===== config.mk =====
export PLATFORM = sky130hd
export DESIGN_NAME = sst_sequencer
export DESIGN_NICKNAME = d
export VERILOG_FILES = /design/src/rtl/sst_sequencer.sv
export SDC_FILE = /design/constraint.sdc
export NUM_CORES = 1
export LEC_CHECK = 0
export BUFFER_PORTS_ARGS = -buffer_cell sky130_fd_sc_hd__buf_2
export CAP_MARGIN = 10
export CORE_ASPECT_RATIO = 0.5
export CORE_MARGIN = 1.5
export CORE_UTILIZATION = 23
export DETAILED_ROUTE_END_ITERATION = 16
export PLACE_DENSITY_LB_ADDON = 0.12
export SKIP_LAST_GASP = 1
export SYNTH_ARGS = -nofsm -noshare
export SYNTH_HDL_FRONTEND = slang
export SYNTH_SLANG_ARGS = --single-unit

===== constraint.sdc =====
create_clock -name clk -period 2.55 [get_ports clk]
set_input_delay 0.51 -clock clk [delete_from_list [all_inputs] [get_ports clk]]
set_output_delay 0.51 -clock clk [all_outputs]
set_load 0.01 [all_outputs]

===== src/rtl/sst_sequencer.sv =====
// ============================================================================
// sst_sequencer : save-state initiator; walks the mapper SST port to dump
// every register into a host buffer or restore them from it.  Rev 1.0
// ============================================================================
`default_nettype none

module sst_sequencer #(
  parameter int NUM_REGS   = 128,
  parameter int IDX_ADDR   = 127,
  parameter int VERIFY_IDX = 1
) (
  input  logic       clk,
  input  logic       map_rst,
  input  logic       start,
  input  logic       dir,
  input  logic       cpu_m3,
  input  logic [7:0] sst_di,
  input  logic [7:0] buf_rdata,
  output logic       busy,
  output logic       done,
  output logic       err,
  output logic       sst_act,
  output logic [7:0] sst_addr,
  output logic       sst_we_reg,
  output logic [7:0] sst_dato,
  output logic [7:0] buf_addr,
  output logic [7:0] buf_wdata,
  output logic       buf_we
);

  localparam int         LAST_I   = NUM_REGS - 1;
  localparam logic [7:0] LAST_IDX = LAST_I[7:0];
  localparam logic [7:0] IDX_A    = IDX_ADDR[7:0];

  typedef enum logic [2:0] {
    IDLE   = 3'd0,
    S_ADDR = 3'd1,
    S_CAP  = 3'd2,
    C_RD   = 3'd3,
    C_CMP  = 3'd4,
    R_RD   = 3'd5,
    R_WR   = 3'd6,
    FIN    = 3'd7
  } state_t;

  state_t     state_q, state_d;
  logic [7:0] idx_q, idx_d;
  logic       err_q, err_d;
  logic       busy_q, busy_d;
  logic       done_q, done_d;
  logic       sst_act_q, sst_act_d;
  logic [7:0] sst_addr_q, sst_addr_d;
  logic       sst_we_reg_q, sst_we_reg_d;
  logic [7:0] sst_dato_q, sst_dato_d;
  logic [7:0] buf_addr_q, buf_addr_d;
  logic [7:0] buf_wdata_q, buf_wdata_d;
  logic       buf_we_q, buf_we_d;
  logic       last_idx;

  assign last_idx = (idx_q == LAST_IDX);

  always_comb begin
    state_d = state_q;
    idx_d   = idx_q;
    err_d   = err_q;

    case (state_q)
      IDLE: begin
        if (start) begin
          idx_d = 8'd0;
          err_d = 1'b0;
          if (!dir)               state_d = S_ADDR;
          else if (VERIFY_IDX != 0) state_d = C_RD;
          else                    state_d = R_RD;
        end
      end
      S_ADDR: state_d = S_CAP;
      S_CAP: begin
        if (last_idx) state_d = FIN;
        else begin
          idx_d   = idx_q + 8'd1;
          state_d = S_ADDR;
        end
      end
      C_RD: state_d = C_CMP;
      C_CMP: begin
        if (buf_rdata == sst_di) state_d = R_RD;
        else begin
          err_d   = 1'b1;
          state_d = IDLE;
        end
      end
      R_RD: begin
        // The map index register is read-only: step over it without a write.
        if (idx_q != IDX_A)  state_d = R_WR;
        else if (last_idx)   state_d = FIN;
        else                 idx_d   = idx_q + 8'd1;
      end
      R_WR: begin
        if (cpu_m3) begin
          if (last_idx) state_d = FIN;
          else begin
            idx_d   = idx_q + 8'd1;
            state_d = R_RD;
          end
        end
      end
      default: state_d = IDLE;
    endcase

    // Outputs are registered copies of what the next state requires.
    busy_d       = (state_d != IDLE);
    sst_act_d    = (state_d != IDLE);
    done_d       = (state_d == FIN);
    buf_we_d     = (state_d == S_CAP);
    sst_we_reg_d = (state_d == R_WR);
    buf_wdata_d  = (state_d == S_CAP) ? sst_di : 8'd0;

    case (state_d)
      S_ADDR, S_CAP, R_RD, R_WR: sst_addr_d = idx_d;
      C_RD, C_CMP:               sst_addr_d = IDX_A;
      default:                   sst_addr_d = 8'd0;
    endcase

    case (state_d)
      S_CAP, R_RD, R_WR: buf_addr_d = idx_d;
      C_RD, C_CMP:       buf_addr_d = IDX_A;
      default:           buf_addr_d = 8'd0;
    endcase

    if (state_d != R_WR)      sst_dato_d = 8'd0;
    else if (state_q == R_RD) sst_dato_d = buf_rdata;
    else                      sst_dato_d = sst_dato_q;
  end

  always_ff @(posedge clk) begin
    if (map_rst) begin
      state_q      <= IDLE;
      idx_q        <= 8'd0;
      err_q        <= 1'b0;
      busy_q       <= 1'b0;
      done_q       <= 1'b0;
      sst_act_q    <= 1'b0;
      sst_addr_q   <= 8'd0;
      sst_we_reg_q <= 1'b0;
      sst_dato_q   <= 8'd0;
      buf_addr_q   <= 8'd0;
      buf_wdata_q  <= 8'd0;
      buf_we_q     <= 1'b0;
    end else begin
      state_q      <= state_d;
      idx_q        <= idx_d;
      err_q        <= err_d;
      busy_q       <= busy_d;
      done_q       <= done_d;
      sst_act_q    <= sst_act_d;
      sst_addr_q   <= sst_addr_d;
      sst_we_reg_q <= sst_we_reg_d;
      sst_dato_q   <= sst_dato_d;
      buf_addr_q   <= buf_addr_d;
      buf_wdata_q  <= buf_wdata_d;
      buf_we_q     <= buf_we_d;
    end
  end

  assign busy       = busy_q;
  assign done       = done_q;
  assign err        = err_q;
  assign sst_act    = sst_act_q;
  assign sst_addr   = sst_addr_q;
  assign sst_we_reg = sst_we_reg_q;
  assign sst_dato   = sst_dato_q;
  assign buf_addr   = buf_addr_q;
  assign buf_wdata  = buf_wdata_q;
  assign buf_we     = buf_we_q;

endmodule

`default_nettype wire

# ---- Word-level counts from Yosys, hierarchy flattened
# Cells that the tools add are included.
dict set report classes {
  n_reduce_logical 9
  muxes 19
  n_addsub 1
  eq_ne 19
  bitwise 1
}
# op count
set ops {}
lappend ops {{$mux 8} 4}
lappend ops {{$pmux 8 s2} 2}
lappend ops {{$pmux 8 s4} 1}
lappend ops {{$eq 3x3->1 const B} 7}
lappend ops {{$pmux 3 s7} 1}
lappend ops {{$mux 3} 6}
lappend ops {{$eq 3x2->1 const B} 4}
lappend ops {{$add 8x1->8 const B} 1}
lappend ops {{$eq 8x7->1 const B} 1}
lappend ops {{$eq 8x8->1} 1}
lappend ops {{$ne 8x7->1 const B} 1}
lappend ops {{$eq 3x1->1 const B} 2}
lappend ops {{$reduce_or 2->1} 3}
lappend ops {{$mux 2} 2}
lappend ops {{$ne 2x2->1 const B} 2}
lappend ops {{$reduce_or 4->1} 1}
lappend ops {{$logic_not 3->1} 1}
lappend ops {{$ne 3x3->1 const B} 1}
lappend ops {{$reduce_and 3->1} 1}
lappend ops {{$reduce_bool 3->1} 1}
lappend ops {{$reduce_or 3->1} 1}
lappend ops {{$mux 1} 2}
lappend ops {{$pmux 1 s2} 1}
lappend ops {{$reduce_bool 2->1} 1}
lappend ops {{$not 1->1} 1}
dict set report word_totals {
  word_cells 60
  input_bits 21
  reg_bits 48
}

# ---- Depth between registers and ports, before layout
# Gate-level depths: netlist (run 1).
dict set report logic_depth {
  depth_word 7
  ltp_mapped 12
  mapped_depth_nobuf 10
}

# ---- Worst setup path before layout (run 1)
# Ideal clock, no wire load.
dict set report synth_path {
  path_kind {input to register}
  start {input sst_di[3]}
  end {register buf_addr_q[4], in the netlist buf_addr[4]}
  t_required_ns 2.411
  setup_ns 0.139
  slack_ns -0.078
  path_buffers 1
  cell_stages 10
  arrival_time_ns 2.489
  path_cell_list {xor2_1 -> nor4_1 -> and4_1 -> clkbuf_1 -> a221oi_1 -> inv_1 -> ha_1 -> o311a_1 -> a211oi_2 -> o211ai_1}
}
dict set report synth_between {
  elab_chain_cells 6
  elab_cells_between_ends 11
  cone_classes {6 x eq/ne; 3 x mux; 2 x reduce/logical}
}
# element line_no
set synth_rtl {}
lappend synth_rtl {{start, declared} 17} ;# input logic [7:0] sst_di,
lappend synth_rtl {{$eq 8x8->1 (*)} 87} ;# if (buf_rdata == sst_di) state_d = R_RD;
lappend synth_rtl {{$mux 3 (*)} 87}
lappend synth_rtl {{$pmux 3 s7 (*)} 67} ;# case (state_q)
lappend synth_rtl {{via state_d[0]} 46} ;# state_t state_q, state_d;
lappend synth_rtl {{$eq 3x3->1 or $eq 3x2->1 (tied branches)} 125} ;# case (state_d)
lappend synth_rtl {{$reduce_or 3->1 or $reduce_or 2->1 (tied branches)} 125}
lappend synth_rtl {{$pmux 8 s2 (*)} 125}
lappend synth_rtl {{end signal, assigned} 160} ;# buf_addr_q <= buf_addr_d;
lappend synth_rtl {{end, declared} 55} ;# logic [7:0] buf_addr_q, buf_addr_d;
# Mark *: on every way through the listed nets, which the timed path passes. The rest lies on a longest branch.
# A chain may end at the register's enable or synchronous reset.

# ---- Worst setup path in the final report (run 1)
dict set report layout_path {
  start {register idx_q[1]}
  end {register buf_addr_q[3], in the netlist buf_addr[3]}
}
dict set report layout_between {
  elab_chain_cells 7
  elab_cells_between_ends 21
  cone_classes {1 x add/sub; 7 x eq/ne; 11 x mux; 2 x reduce/logical}
}
# element line_no
set layout_rtl {}
lappend layout_rtl {{start, declared} 47} ;# logic [7:0] idx_q, idx_d;
lappend layout_rtl {{start signal, assigned} 152} ;# idx_q <= idx_d;
lappend layout_rtl {{$eq 8x7->1} 60} ;# assign last_idx = (idx_q == LAST_IDX);
lappend layout_rtl {{$mux 2 or $mux 3 (tied branches)} {101, 96}}
lappend layout_rtl {{$mux 3 (on tied branches)} {100, 95}}
lappend layout_rtl {{$pmux 3 s7 (*)} 67}
lappend layout_rtl {{via state_d[1]} 46}
lappend layout_rtl {{$eq 3x3->1 or $eq 3x2->1 (tied branches)} 125}
lappend layout_rtl {{$reduce_or 3->1 or $reduce_or 2->1 (tied branches)} 125}
lappend layout_rtl {{$pmux 8 s2 (*)} 125}
# Marked as above.

==> metrics, run 1 <==
first-pass GRT wire length=about 8400 um; syn avg cell area=~9.5 um^2; Startpoint Class=register; # setup viols final=0; layout cells sized above 1=37.54%; Residual DRC=0; count leader, synth=dfxtp_1; DRT Wirelength=just over 5000 um; DR iter-0 viols=73; syn nets=around 240; ys flop type=dfxtp_1; Global Route Usage Sum=11.51%; remaining global-route overflow=0; Critical Setup Path Class=reg -> reg; routed wl met2=2137 um; clock skew=approximately 0.0020 ns; DIE AREA=approximately 9400 um^2; synth unique cells=43; met3 wire len=~310 um; largest fanout on the critical path=14; WP data arrival=between 2 and 3 ns; post-route core utilization=~34%; leakage power=1.352 nW; Rel. slew slack=66.56%; via density per instance=about 4.3; drt first pass iters=4; synth warn=0; post-synthesis cell type with the largest combined area=dfxtp_1; final-report hold violation count=0; vias in the first global route=1726; number of fill cells in the layout=859; RSZ-0062 raised after global routing=false; Synth top area share=a little under half; pwr dens=a little over 600 nW/um^2; number of synthesized register bits=between 40 and 50; clk buf depth=2; HP Class=in -> reg; width of the die=~140 um; crit end category=register; cell area after placement=about 2600 um^2; Design Area, Final=roughly 2800 um^2; per-cell routed wire length=approximately 12 um; Chip Height=slightly below 70 um; Worst-path clk slew=0.06 ns; flop2flop setup slack=around 0.15 ns; PortBufs=between 50 and 60; Final min period=between 2 and 2.5 ns; leading cell types by count after synthesis=dfxtp_1, nand2_1, a21oi_1, inv_1, o211ai_1; CTS sink count=between 40 and 50; max-slew violations=0; Peak supply drop=0.0002402 V; Ant. Diodes=0; root buf cell=clkbuf_16; ranking of synthesized cells by area=dfxtp_1, ha_1, o211ai_1; Top Metal Used=met4; Hold-fix buffers, CTS=0; GPL Wtd Cong=0.7957; cell area after synthesis=around 2000 um^2; post-DP HPWL=roughly 3800 um; Starting Density=around 24%; top-level port count=59; area of the multi-input gates=about 960 um^2; Rows=23; synth-to-layout area growth=38.80%; Final nets=~320; storage element area=965.9 um^2; Tcrit/Tclk final=approximately 94%; Max Cap Viol=0; Seq/Total Area, Yosys=between 40% and 50%; Max Clock Freq=0.4160 GHz; clk_lat worst skew=approximately 0.28 ns; largest net degree at the start of global routing=15; hold slack=roughly 0.45 ns; CTS tree=yes; Routed Antenna Nets=0; number of synthesized flops with an enable pin=0; core area=roughly 8300 um^2; worst endpoint required time=about 2.8 ns; H-tree depth=2; Num CTS Buffers=5; initial antenna violation count=0; Post-Syn Instances=around 210; vias=around 1700; WL met1=around 2500 um; worst-margin pin slew=around 0.5 ns; asr flop ratio synth=0%; status=finished, final reports clean
[metrics by stage]
step	setup slack (ns)	TNS [ns]	power [mW]	std cells
5_1_grt	0.007024	0	1.809	405
6_report	0.1461	0	1.714	405
3_3_place_gp	-0.1920	-2.876	1.102	397
4_1_cts	0.03330	0	1.733	404
3_5_place_dp	-0.2431	-4.191	1.104	397
2_1_floorplan	0.006159	0	0.9756	212
[final timing paths]
| check | startpoint | to | cells after the start |
|---|---|---|---|
| worst max-delay path | idx_q[1] | buf_addr[3] | 11 |
| worst min-delay path | sst_di[5] | buf_wdata[5] | 2 |
| worst max register to register | idx_q[1] | buf_addr[3] | 11 |
| worst min register to register | sst_dato[1] | sst_dato[1] | 2 |
[kinds of logic after synthesis]
| family | count (synthesis) | synth area share, % |
|---|---|---|
| compound gates | 52 | 19.31 |
| simple gates | 69 | 18.13 |
| xor+xnor | 9 | 3.911 |
| flops | 48 | 47.67 |
| fa+ha+maj | 8 | 4.966 |
| buf+inv | 26 | 6.021 |
[critical path, cell delays in order, from the launching register on]
cell and delay (ns):
dfxtp_2 0.33, ha_2 0.19, nand3_2 0.07, or2_4 0.27, a21o_1 0.15, a22o_1 0.26, inv_2 0.07, buf_4 0.10
ha_1 0.14, or4b_4 0.48, buf_12 0.17, o211ai_1 0.08
[what timing repair did]
| action | CTS | global route |
|---|---|---|
| setup buffers | 0 | 1 |
| pin swaps | 0 | 2 |
| endpoints found under the setup margin | 12 | 15 |
| resized for setup | 2 | 13 |
[cell usage in the layout, fill, tap and decap left out, drive strengths merged, types with 2 or more instances in the layout]
cell type  netlist  routed
nor3             3       3
ha               8       8
a31oi            3       3
a21oi           14      14
and4             4       4
and2            10      10
a21o             2       2
o211ai          17      17
nor4             3       3
nand3            4       4
o21ai            2       2
clkbuf           6       6
xor2             8       8
nand2           24      24
nor2            11      11
nor2b            3       3
o221ai           4       4
buf              5      85
inv             15      15
dfxtp           48      48
[power by group]
part / switching [mW] / leakage [nW] / internal [mW]
registers: 0.0166 / 0.392 / 0.791
clock network: 0.259 / 0.0667 / 0.356
logic: 0.158 / 0.893 / 0.134
[layer usage]
layer,GRT usage (%),vias to the layer above
met3,4.094,8
li1,-,905
met4,3.226,0
met5,0,-
met1,15.34,779
met2,17.52,49
[final cells by class]
type,count,share of cell area (%)
Timing Repair Buffer,85,19.10
Sequential cell,48,34.53
Clock inverter,1,0.1789
Tap cell,112,5.009
Multi-Input combinational cell,138,34.48
Clock buffer,6,4.606
Inverter,15,2.102
Note: power is estimated with default switching activity, not from simulation.
==> run 2: changes to the inputs <==
CORE_UTILIZATION = 46   (was 23)
==> metrics, run 2 (same netlist as run 1, synthesis figures left out) <==
status=finished, final reports clean; vias in the first global route=roughly 1700; Max Clock Freq=0.4186 GHz; post-DP HPWL=between 3000 and 4000 um; Internal=1.189 mW; initial antenna violation count=0; Ant. Diodes=0; Hold-fix buffers, CTS=0; commonest cells after routing, fill and taps aside=buf_2, dfxtp_1, nand2_1; CTS tree=yes; PortBufs=58; CTS sink count=48; Logic pwr share=16.0%; Startpoint Class=register; Worst Setup SP=idx_q[0]; CP cell instances=ha_2 > nand3_2 > or2_4 > a21o_1 > a22o_1 > inv_2 > ha_1 > or4b_1 > buf_4 > o211ai_1; first-pass GRT wire length=approximately 7500 um; non-filler cells, final=between 300 and 400; max-slew violations=0; fraction of power spent switching nets=around a quarter; CP max-delay cell=or4b_1; drt first pass iters=4; Tcrit/Tclk final=roughly 94%; largest fanout on the critical path=14; Worst-path clk slew=0.09 ns; commonest non-fill, non-tap cell in the layout=buf_2; Global Route Usage Sum=approximately a fifth; Design Area, Final=2564 um^2; post-route core utilization=63.40%; H-tree depth=2; Max Cap Viol=0; Chip Height=about 50 um; cell area after placement=2427 um^2; per-cell routed wire length=approximately 13 um; worst endpoint required time=2.78 ns; critical path depth=10; vias=between 1500 and 2000; DRT Wirelength=about 4500 um; Pwr Total=about 1.6 mW; DIE AREA=roughly 4800 um^2; clk buf depth=2; flop2flop setup slack=0.16 ns; largest net degree at the start of global routing=16; via density per instance=between 5 and 6; Rows=16; core area=4044 um^2; Residual DRC=0; GPL Wtd Cong=roughly 0.85; RSZ-0062 raised after global routing=false; R2R depth=10; crit end category=register; Sequential Power Share=between 40% and 50%; hold_sp=sst_di[0]; Critical Path Max Stage Delay=0.42 ns; synth-to-layout area growth=27.19%; Final min period=~2.4 ns; setup ws final=around 0.16 ns; number of fill cells in the layout=between 300 and 400; # setup viols final=0; clock share of power=approximately a third; Critical Setup Path Class=reg -> reg; Rel. slew slack=55.87%; leakage power=between 1 and 1.5 nW; pwr dens=630.1 nW/um^2; HP Class=in -> reg; worst-margin pin slew=0.6606 ns; Place WS=-0.2078 ns; CP top delay family=simple AND/OR/NAND/NOR gates; CP Buf/Inv Count=2; FF-to-FF End=buf_addr[1]; Starting Density=approximately half; clk_lat worst skew=~0.31 ns; DP Cell Count=between 300 and 400; width of the die=~97 um; remaining global-route overflow=0; final-report hold violation count=0; Routed Antenna Nets=0; root buf cell=clkbuf_8; Final nets=between 300 and 400; WP data arrival=between 2 and 3 ns; Num CTS Buffers=5; layout cells sized above 1=about 33%; Critical R2R Launch=idx_q[0]; top-level port count=59; Peak supply drop=~0.00039 V; DR iter-0 viols=40; critical path endpoint=buf_addr[1]; clock skew=0.004760 ns; P_sw=between 400 and 500 uW
## run 2: routing by layer
metal / track usage, % / wire [um]
met1: 23.26 / 2032
met2: 33.57 / 2002
met3: 7.660 / 398
met4: 6.522 / 56
met5: 0 / 0
## run 2: what timing repair did
item | 4_1_cts | 5_1_grt
buffers inserted | 0 | 1
cloned | 0 | 0
resized for setup | 2 | 3
setup endpoints to repair | 16 | 15
pin swaps | 0 | 1
## run 2: worst min-delay path by stage
stage,to,slack [ns],depth (start not counted)
final,buf_wdata[0],0.43,2
after global routing,buf_wdata[7],0.42,2
after CTS,buf_wdata[0],0.42,2
after detailed placement,sst_dato[6],0.45,2
after global placement,sst_dato[1],0.44,2
after floorplan,sst_dato[0],0.48,2
## run 2: cell type report
class / instances / area, um^2 / area share, %
tap: 54 / 67.56 / 2.635
clock buffer: 5 / 68.82 / 2.684
timing repair buffer: 72 / 407.9 / 15.91
multi-input combinational: 138 / 957.2 / 37.34
inverter: 15 / 58.81 / 2.294
clock inverter: 3 / 42.54 / 1.659
sequential: 48 / 960.9 / 37.48
## run 2: per-stage QoR
| step | hold WS [ns] | setup TNS, ns |
|---|---|---|
| 4_1_cts | 0.4192 | 0 |
| 6_report | 0.4252 | 0 |
| 3_5_place_dp | 0.4484 | -3.454 |
| 3_3_place_gp | 0.4395 | -1.102 |
| 5_1_grt | 0.4228 | 0 |
| 2_1_floorplan | 0.4805 | 0 |
## run 2: power groups by stage
stage | registers (mW) | clock network, mW | logic (mW)
floorplan | 0.837 | 0 | 0.138
global placement | 0.822 | 0 | 0.244
detailed placement | 0.823 | 0 | 0.249
CTS | 0.805 | 0.559 | 0.255
global route | 0.811 | 0.593 | 0.286
finish | 0.805 | 0.552 | 0.259
